==> src/rtl/mdio_pkg.sv <==
// Shared MDIO definitions: frame field constants, FSM encoding and the
// helper that classifies an opcode as read-type or write-type.
package mdio_pkg;

    localparam logic [1:0] ST_C22       = 2'b01;
    localparam logic [1:0] ST_C45       = 2'b00;
    localparam logic [1:0] OP_C22_WR    = 2'b01;
    localparam logic [1:0] OP_C22_RD    = 2'b10;
    localparam logic [1:0] OP_C45_ADDR  = 2'b00;
    localparam logic [1:0] OP_C45_WR    = 2'b01;
    localparam logic [1:0] OP_C45_RDINC = 2'b10;
    localparam logic [1:0] OP_C45_RD    = 2'b11;
    localparam logic [1:0] TA_WR        = 2'b10;

    localparam int HDR_BITS   = 14;
    localparam int TA_BITS    = 2;
    localparam int DATA_BITS  = 16;
    localparam int FRAME_BITS = 32;

    typedef enum logic [2:0] {
        S_IDLE = 3'd0,
        S_PRE  = 3'd1,
        S_HDR  = 3'd2,
        S_TA   = 3'd3,
        S_DATA = 3'd4,
        S_REJ  = 3'd5
    } state_t;

    // C22 only reads on op 10 (00/11 fall back to write); C45 reads on 10/11.
    function automatic logic is_read_op(input logic c45, input logic [1:0] op);
        return c45 ? op[1] : (op == OP_C22_RD);
    endfunction

endpackage

==> src/rtl/mdio_mdc_gen.sv <==
// MDC divider: toggles MDC every CLK_DIV cycles while run is high, low phase
// first, and flags the cycle just before each rising/falling MDC edge.
module mdio_mdc_gen #(
    parameter int CLK_DIV = 25
) (
    input  logic clk,
    input  logic rst_n,
    input  logic run,
    output logic mdc,
    output logic rise_tick,
    output logic fall_tick
);

    localparam int CW = $clog2(CLK_DIV);

    logic [CW-1:0] cnt;
    logic          wrap;

    assign wrap      = run && (cnt == CW'(CLK_DIV - 1));
    assign rise_tick = wrap && !mdc;
    assign fall_tick = wrap && mdc;

    always_ff @(posedge clk) begin
        if (!rst_n || !run) begin
            cnt <= '0;
            mdc <= 1'b0;
        end else if (wrap) begin
            cnt <= '0;
            mdc <= !mdc;
        end else begin
            cnt <= cnt + 1'b1;
        end
    end

endmodule

==> src/rtl/mdio_master_v2.sv <==
// MDIO management master (Clause 22, optional Clause 45): takes one command
// over valid/ready, serialises it on MDC/MDIO and returns a one-cycle response.
module mdio_master_v2
    import mdio_pkg::*;
#(
    parameter int CLK_DIV      = 25,
    parameter int PREAMBLE_LEN = 32,
    parameter bit C45_EN       = 1'b0
) (
    input  logic        clk_app_i,
    input  logic        rst_clk_app_n,
    input  logic        cmd_valid,
    output logic        cmd_ready,
    input  logic        cmd_c45,
    input  logic [1:0]  cmd_op,
    input  logic [4:0]  cmd_phyad,
    input  logic [4:0]  cmd_regad,
    input  logic [15:0] cmd_wdata,
    output logic        rsp_valid,
    output logic        rsp_err,
    output logic [15:0] rsp_rdata,
    output logic        o_mdc,
    output logic        o_mdo,
    output logic        o_mdo_oe,
    input  logic        i_mdi,
    output state_t      dbg_state
);

    localparam logic [4:0] PRE_LAST  = 5'(PREAMBLE_LEN - 1);
    localparam logic [4:0] HDR_LAST  = 5'(HDR_BITS - 1);
    localparam logic [4:0] TA_LAST   = 5'(TA_BITS - 1);
    localparam logic [4:0] DATA_LAST = 5'(DATA_BITS - 1);

    state_t        state, state_d;
    logic [4:0]    bit_cnt, bit_cnt_d;
    logic [31:0]   tx_q;
    logic [15:0]   rx_q;
    logic          is_read_q;
    logic          ready_q;
    logic          mdi_meta, mdi_s;
    logic          accept, reject, start, run, frame_done, rel_d;
    logic          rise_tick, fall_tick;
    logic [31:0]   frame_word;

    // A command transfers on any cycle where cmd_valid && cmd_ready; cmd_ready
    // is high only while idle and never in the cycle carrying rsp_valid.
    assign accept     = cmd_valid && ready_q;
    assign reject     = accept && cmd_c45 && !C45_EN;
    assign start      = accept && !reject;
    assign run        = start || (state inside {S_PRE, S_HDR, S_TA, S_DATA});
    assign frame_word = {(cmd_c45 ? ST_C45 : ST_C22), cmd_op, cmd_phyad, cmd_regad,
                         TA_WR, cmd_wdata};
    assign rel_d      = is_read_q && (state_d == S_TA || state_d == S_DATA);

    assign cmd_ready = ready_q;
    assign dbg_state = state;

    mdio_mdc_gen #(.CLK_DIV(CLK_DIV)) u_mdc_gen (
        .clk       (clk_app_i),
        .rst_n     (rst_clk_app_n),
        .run       (run),
        .mdc       (o_mdc),
        .rise_tick (rise_tick),
        .fall_tick (fall_tick)
    );

    // The state names the bit currently on the wire; it advances at fall ticks.
    always_comb begin
        state_d    = state;
        bit_cnt_d  = bit_cnt;
        frame_done = 1'b0;
        case (state)
            S_IDLE: begin
                if (reject) begin
                    state_d = S_REJ;
                end else if (start) begin
                    state_d   = (PREAMBLE_LEN > 0) ? S_PRE : S_HDR;
                    bit_cnt_d = '0;
                end
            end
            S_PRE: if (fall_tick) begin
                if (bit_cnt == PRE_LAST) begin
                    state_d   = S_HDR;
                    bit_cnt_d = '0;
                end else begin
                    bit_cnt_d = bit_cnt + 1'b1;
                end
            end
            S_HDR: if (fall_tick) begin
                if (bit_cnt == HDR_LAST) begin
                    state_d   = S_TA;
                    bit_cnt_d = '0;
                end else begin
                    bit_cnt_d = bit_cnt + 1'b1;
                end
            end
            S_TA: if (fall_tick) begin
                if (bit_cnt == TA_LAST) begin
                    state_d   = S_DATA;
                    bit_cnt_d = '0;
                end else begin
                    bit_cnt_d = bit_cnt + 1'b1;
                end
            end
            S_DATA: if (fall_tick) begin
                if (bit_cnt == DATA_LAST) begin
                    state_d    = S_IDLE;
                    bit_cnt_d  = '0;
                    frame_done = 1'b1;
                end else begin
                    bit_cnt_d = bit_cnt + 1'b1;
                end
            end
            S_REJ:   state_d = S_IDLE;
            default: state_d = S_IDLE;
        endcase
    end

    always_ff @(posedge clk_app_i) begin
        if (!rst_clk_app_n) begin
            state     <= S_IDLE;
            bit_cnt   <= '0;
            ready_q   <= 1'b0;
            tx_q      <= '0;
            rx_q      <= '0;
            is_read_q <= 1'b0;
            mdi_meta  <= 1'b1;
            mdi_s     <= 1'b1;
            rsp_valid <= 1'b0;
            rsp_err   <= 1'b0;
            rsp_rdata <= '0;
            o_mdo     <= 1'b1;
            o_mdo_oe  <= 1'b0;
        end else begin
            state     <= state_d;
            bit_cnt   <= bit_cnt_d;
            ready_q   <= (state_d == S_IDLE) && !frame_done;
            mdi_meta  <= i_mdi;
            mdi_s     <= mdi_meta;
            rsp_valid <= frame_done || reject;
            if (reject) begin
                rsp_err <= 1'b1;
            end
            if (start) begin
                is_read_q <= is_read_op(cmd_c45, cmd_op);
                rsp_err   <= 1'b0;
                o_mdo_oe  <= 1'b1;
                if (PREAMBLE_LEN == 0) begin
                    o_mdo <= frame_word[FRAME_BITS-1];
                    tx_q  <= {frame_word[FRAME_BITS-2:0], 1'b0};
                end else begin
                    o_mdo <= 1'b1;
                    tx_q  <= frame_word;
                end
            end else if (fall_tick) begin
                if (frame_done) begin
                    o_mdo    <= 1'b1;
                    o_mdo_oe <= 1'b0;
                end else if (state_d == S_PRE) begin
                    o_mdo <= 1'b1;
                end else begin
                    // Released read bits keep o_mdo high so the pad idles at '1'.
                    o_mdo_oe <= !rel_d;
                    o_mdo    <= rel_d ? 1'b1 : tx_q[FRAME_BITS-1];
                    tx_q     <= {tx_q[FRAME_BITS-2:0], 1'b0};
                end
            end
            if (rise_tick && is_read_q) begin
                if (state == S_TA && bit_cnt == TA_LAST) begin
                    rsp_err <= mdi_s;
                end
                if (state == S_DATA) begin
                    rx_q <= {rx_q[14:0], mdi_s};
                end
            end
            if (frame_done && is_read_q) begin
                rsp_rdata <= rx_q;
            end
        end
    end

endmodule

==> config.mk <==
export PLATFORM = sky130hd
export DESIGN_NAME = mdio_master_v2
export DESIGN_NICKNAME = d
export VERILOG_FILES = /design/src/rtl/mdio_pkg.sv /design/src/rtl/mdio_mdc_gen.sv /design/src/rtl/mdio_master_v2.sv
export SDC_FILE = /design/constraint.sdc
export NUM_CORES = 1
export LEC_CHECK = 0
export ABC_AREA = 0
export CAP_MARGIN = 0
export CORE_MARGIN = 5
export CORE_UTILIZATION = 45
export CTS_CLUSTER_DIAMETER = 100
export DETAILED_ROUTE_END_ITERATION = 12
export DONT_BUFFER_PORTS = 1
export GPL_TIMING_DRIVEN = 0
export PLACE_DENSITY = 0.7
export SLEW_MARGIN = 10
export SYNTH_ARGS = -nofsm -noshare
export SYNTH_HDL_FRONTEND = slang
export SYNTH_SLANG_ARGS = --single-unit
==> constraint.sdc <==
create_clock -name clk_app_i -period 5.41 [get_ports clk_app_i]
set_input_delay 1.3525 -clock clk_app_i [delete_from_list [all_inputs] [get_ports clk_app_i]]
set_output_delay 1.3525 -clock clk_app_i [all_outputs]
set_load 0.02 [all_outputs]
==> impl_metrics.csv <==
group,metric,value,unit
cts,postCtsSetupBuffers,0,
cts,cts_buffers,9,
floorplan,fp.dieW,102,um
place,hpwlAfterDp,6.21,mm
power_and_ir_drop,seqPwrFrac,50.8,%
worst_setup_path,cp_slowest_cell,"nand3b_1",
worst_setup_path,cp-end-kind,"register",
global_route,grt_max_degree,17,
global_route,grt-ovfl-total,0,
synthesis,synth_warnings,0,
floorplan,die-area,0.0103,mm2
layout,synthToLayoutAreaGrowth,9.54,%
synthesis,synth_edf_count,0,
cts,cts_max_path_buffers,2,
power_and_ir_drop,comb_power_share,11.4,%
worst_setup_path,crit_chain,"nand3b_1, o21ai_1, and2_1, buf_4, nand3_4, buf_6, mux2i_1, nor2_1",
routing,vias_per_cell,5.39,
place,dp.cells,559,
power_and_ir_drop,swShare,27.8,%
global_route,grt_pass1_wl,14.4,mm
global_route,grt_pass1_vias,2980,
routing,met3_length,644,um
routing,ant_nets,0,
layout,instances_no_fill,575,
timing,whs,0.413,ns
synthesis,synth_area,0.00378,mm2
power_and_ir_drop,ir_drop,140,uV
timing,setup_viol,0,
routing,dr_wl_met2,4.04,mm
cts,root_buffer,"clkbuf_8",
power_and_ir_drop,power.switching,380,uW
synthesis,synthFlopType,"dfxtp_1",
timing,min_period,2.50,ns
routing,drt-total-wl,8.73,mm
layout,drive_above_1_share,9.79,%
global_route,antenna_found_initial,0,
power_and_ir_drop,leakagePower,1.56,nW
timing,rsz0062_at_grt,"false",
job,maxCapViolCount,0,
timing,fmax,401,MHz
routing,m1WireLength,3.89,mm
cts,h-tree-depth,3,
hold_path,min_path_type,"register to register",
cts,cts_tree,"yes",
worst_setup_path,cp_slowest_stage_delay,0.25,ns
global_route,track_usage,17.6,%
worst_setup_path,arrival,2.73,ns
timing,finalSetupTns,0,ns
synthesis,ys_ff_latch,86,
synthesis,syn_inst,454,
timing,relSlewSlack,64.4,%
place,io_buffers,0,
worst_setup_path,worstPathRequired,5.65,ns
synthesis,syn_area_per_cell,8.32,um2
synthesis,ys_seq_area_share,45.6,%
floorplan,start_util,46.0,%
floorplan,die_h,102,um
worst_setup_path,critPathLaunchType,"input port",
worst_setup_path,critical_path_class,"input port to register",
routing,dr.pass1.iters,5,
power_and_ir_drop,p_total,1.37,mW
place,place.gp.congestion,0.904,
cts,clk_latency,0.37,ns
floorplan,core_area,0.00822,mm2
outcome,status,"finished clean",
worst_setup_path,cp_max_fo,10,
cts,ctsResizeCount,0,
layout,final_util,50.3,%
routing,post_drt_wl_per_cell,15.2,um
floorplan,row_count,33,
timing,worstMarginPinSlew,0.534,ns
power_and_ir_drop,intPower,987,uW
routing,drt-initial-drc-count,134,
timing,skew,0.0129,ns
cts,ctsHoldBuffers,0,
layout,final_nets,506,
routing,vias,3101,
cts,cts.sinks,86,
power_and_ir_drop,p_per_area,330,mW/mm2
layout,antenna_cells,0,
timing,drv_slew,0,
routing,highest_layer,"met4",
routing,drc,0,
synthesis,async_reset_ff_share,0,%
cts,path_clk_slew,0.09,ns
timing,final_hold_viol_count,0,
power_and_ir_drop,pwr-share-clk,37.8,%
synthesis,yosys.cell_types.count,52,
timing,finalCritPeriodShare,46.1,%
synthesis,syn_nets,495,
floorplan,io_pins,58,
cell usage in the layout (no fill, tap or decap), types with 2 or more instances in the layout:
| master | netlist | final |
|---|---|---|
| dfxtp_1 | 86 | 86 |
| a21oi_1 | 83 | 83 |
| nand2_1 | 78 | 78 |
| o21ai_0 | 31 | 31 |
| nor2_1 | 31 | 31 |
| clkbuf_1 | 18 | 18 |
| mux2i_1 | 16 | 16 |
| nand3_1 | 10 | 10 |
| inv_1 | 9 | 9 |
| buf_2 | 9 | 9 |
| nor3_1 | 9 | 9 |
| clkbuf_8 | 0 | 9 |
| ha_1 | 8 | 8 |
| nand3b_1 | 5 | 5 |
| buf_4 | 5 | 5 |
| xor2_1 | 5 | 5 |
| nand2b_1 | 4 | 4 |
| nor3b_1 | 2 | 2 |
| a311oi_2 | 2 | 2 |
| o21a_1 | 2 | 2 |
| o21ai_1 | 2 | 2 |
| nor4_1 | 2 | 2 |
| a31oi_1 | 2 | 2 |
| and3_1 | 2 | 2 |
| o221ai_1 | 2 | 2 |
| and3b_1 | 2 | 2 |
| o211a_1 | 2 | 2 |
| xnor2_1 | 2 | 2 |
| clkinv_4 | 0 | 2 |
| bufinv_16 | 0 | 2 |
through the flow:
step	instance area, um2	worst slack [ns]
floorplan	3780	2.79
global placement	3910	2.56
detailed placement	3910	2.53
CTS	4140	2.92
global route	4140	2.82
finish	4140	2.91
critical path, delay by kind of cell:
kind	cells	cell delay, ns
buf+inv	2	0.37
compound gates	1	0.23
mux	1	0.15
simple gates	4	0.63
cell families after synthesis:
group | after synthesis | synth area share, %
fa+ha+maj | 8 | 2.65
simple gates | 156 | 19.3
mux | 16 | 4.24
flops | 86 | 45.6
compound gates | 138 | 21.4
buf+inv | 43 | 5.27
xor+xnor | 7 | 1.62
state kept, by name (all words and copies together) (netlist names):
name           flops
o_mdo              1
is_read_q          1
cmd_ready          1
dbg_state          3
rsp_err            1
rsp_rdata         16
rsp_valid          1
mdi_s              1
bit_cnt            5
tx_q              32
rx_q              16
u_mdc_gen.cnt      5
u_mdc_gen.mdc      1
o_mdo_oe           1
mdi_meta           1
synth_stat cells, types with 2 or more instances:
master	count	area share, %
xor2_1	5	1.2
a21oi_1	83	11
mux2i_1	16	4.2
ha_1	8	2.7
dfxtp_1	86	46
buf_4	5	0.99
clkbuf_1	18	1.8
nor3_1	9	1.2
xnor2_1	2	0.46
nand2_1	78	7.8
nor2_1	31	3.1
nand2b_1	4	0.66
o211a_1	2	0.53
buf_2	9	1.2
and3b_1	2	0.46
nand3_1	10	1.3
o21a_1	2	0.40
and3_1	2	0.33
nor4_1	2	0.33
a311oi_2	2	0.80
o21ai_1	2	0.27
nand3b_1	5	0.99
o221ai_1	2	0.46
inv_1	9	0.89
nor3b_1	2	0.40
o21ai_0	31	4.1
a31oi_1	2	0.33
metal layers:
| metal | vias to the layer above | GRT usage [%] |
|---|---|---|
| met2 | 63 | 27.2 |
| met5 | - | 0 |
| met4 | 0 | 7.26 |
| li1 | 1585 | - |
| met3 | 15 | 6.20 |
| met1 | 1438 | 22.3 |
layout make-up:
cell class | instances | area (um2)
well taps | 105 | 131
fillers | 787 | 4080
plain buffers | 33 | 161
inverters | 10 | 37.5
clock inverters | 7 | 105
clock buffers | 9 | 124
flip-flops and latches | 86 | 1720
multi-input cells | 325 | 1860
power groups by stage:
stage	registers, mW	clock network, mW	logic (mW)
floorplan	0.702	0	0.123
global placement	0.708	0	0.151
detailed placement	0.710	0	0.154
CTS	0.696	0.528	0.155
global route	0.700	0.552	0.177
finish	0.695	0.516	0.156
worst paths after layout:
path,from,cells after the start,slack [ns],end
max,cmd_c45,8,2.91,rsp_rdata[2]$_SDFFE_PN0P_
max reg2reg,bit_cnt[0]$_SDFFE_PN0P_,9,3.18,tx_q[8]$_SDFFE_PN0P_
min reg2reg,mdi_meta$_SDFF_PN1_,1,0.41,mdi_s$_SDFF_PN1_
min,mdi_meta$_SDFF_PN1_,1,0.41,mdi_s$_SDFF_PN1_
No activity file was read; power rests on OpenSTA's default activity.
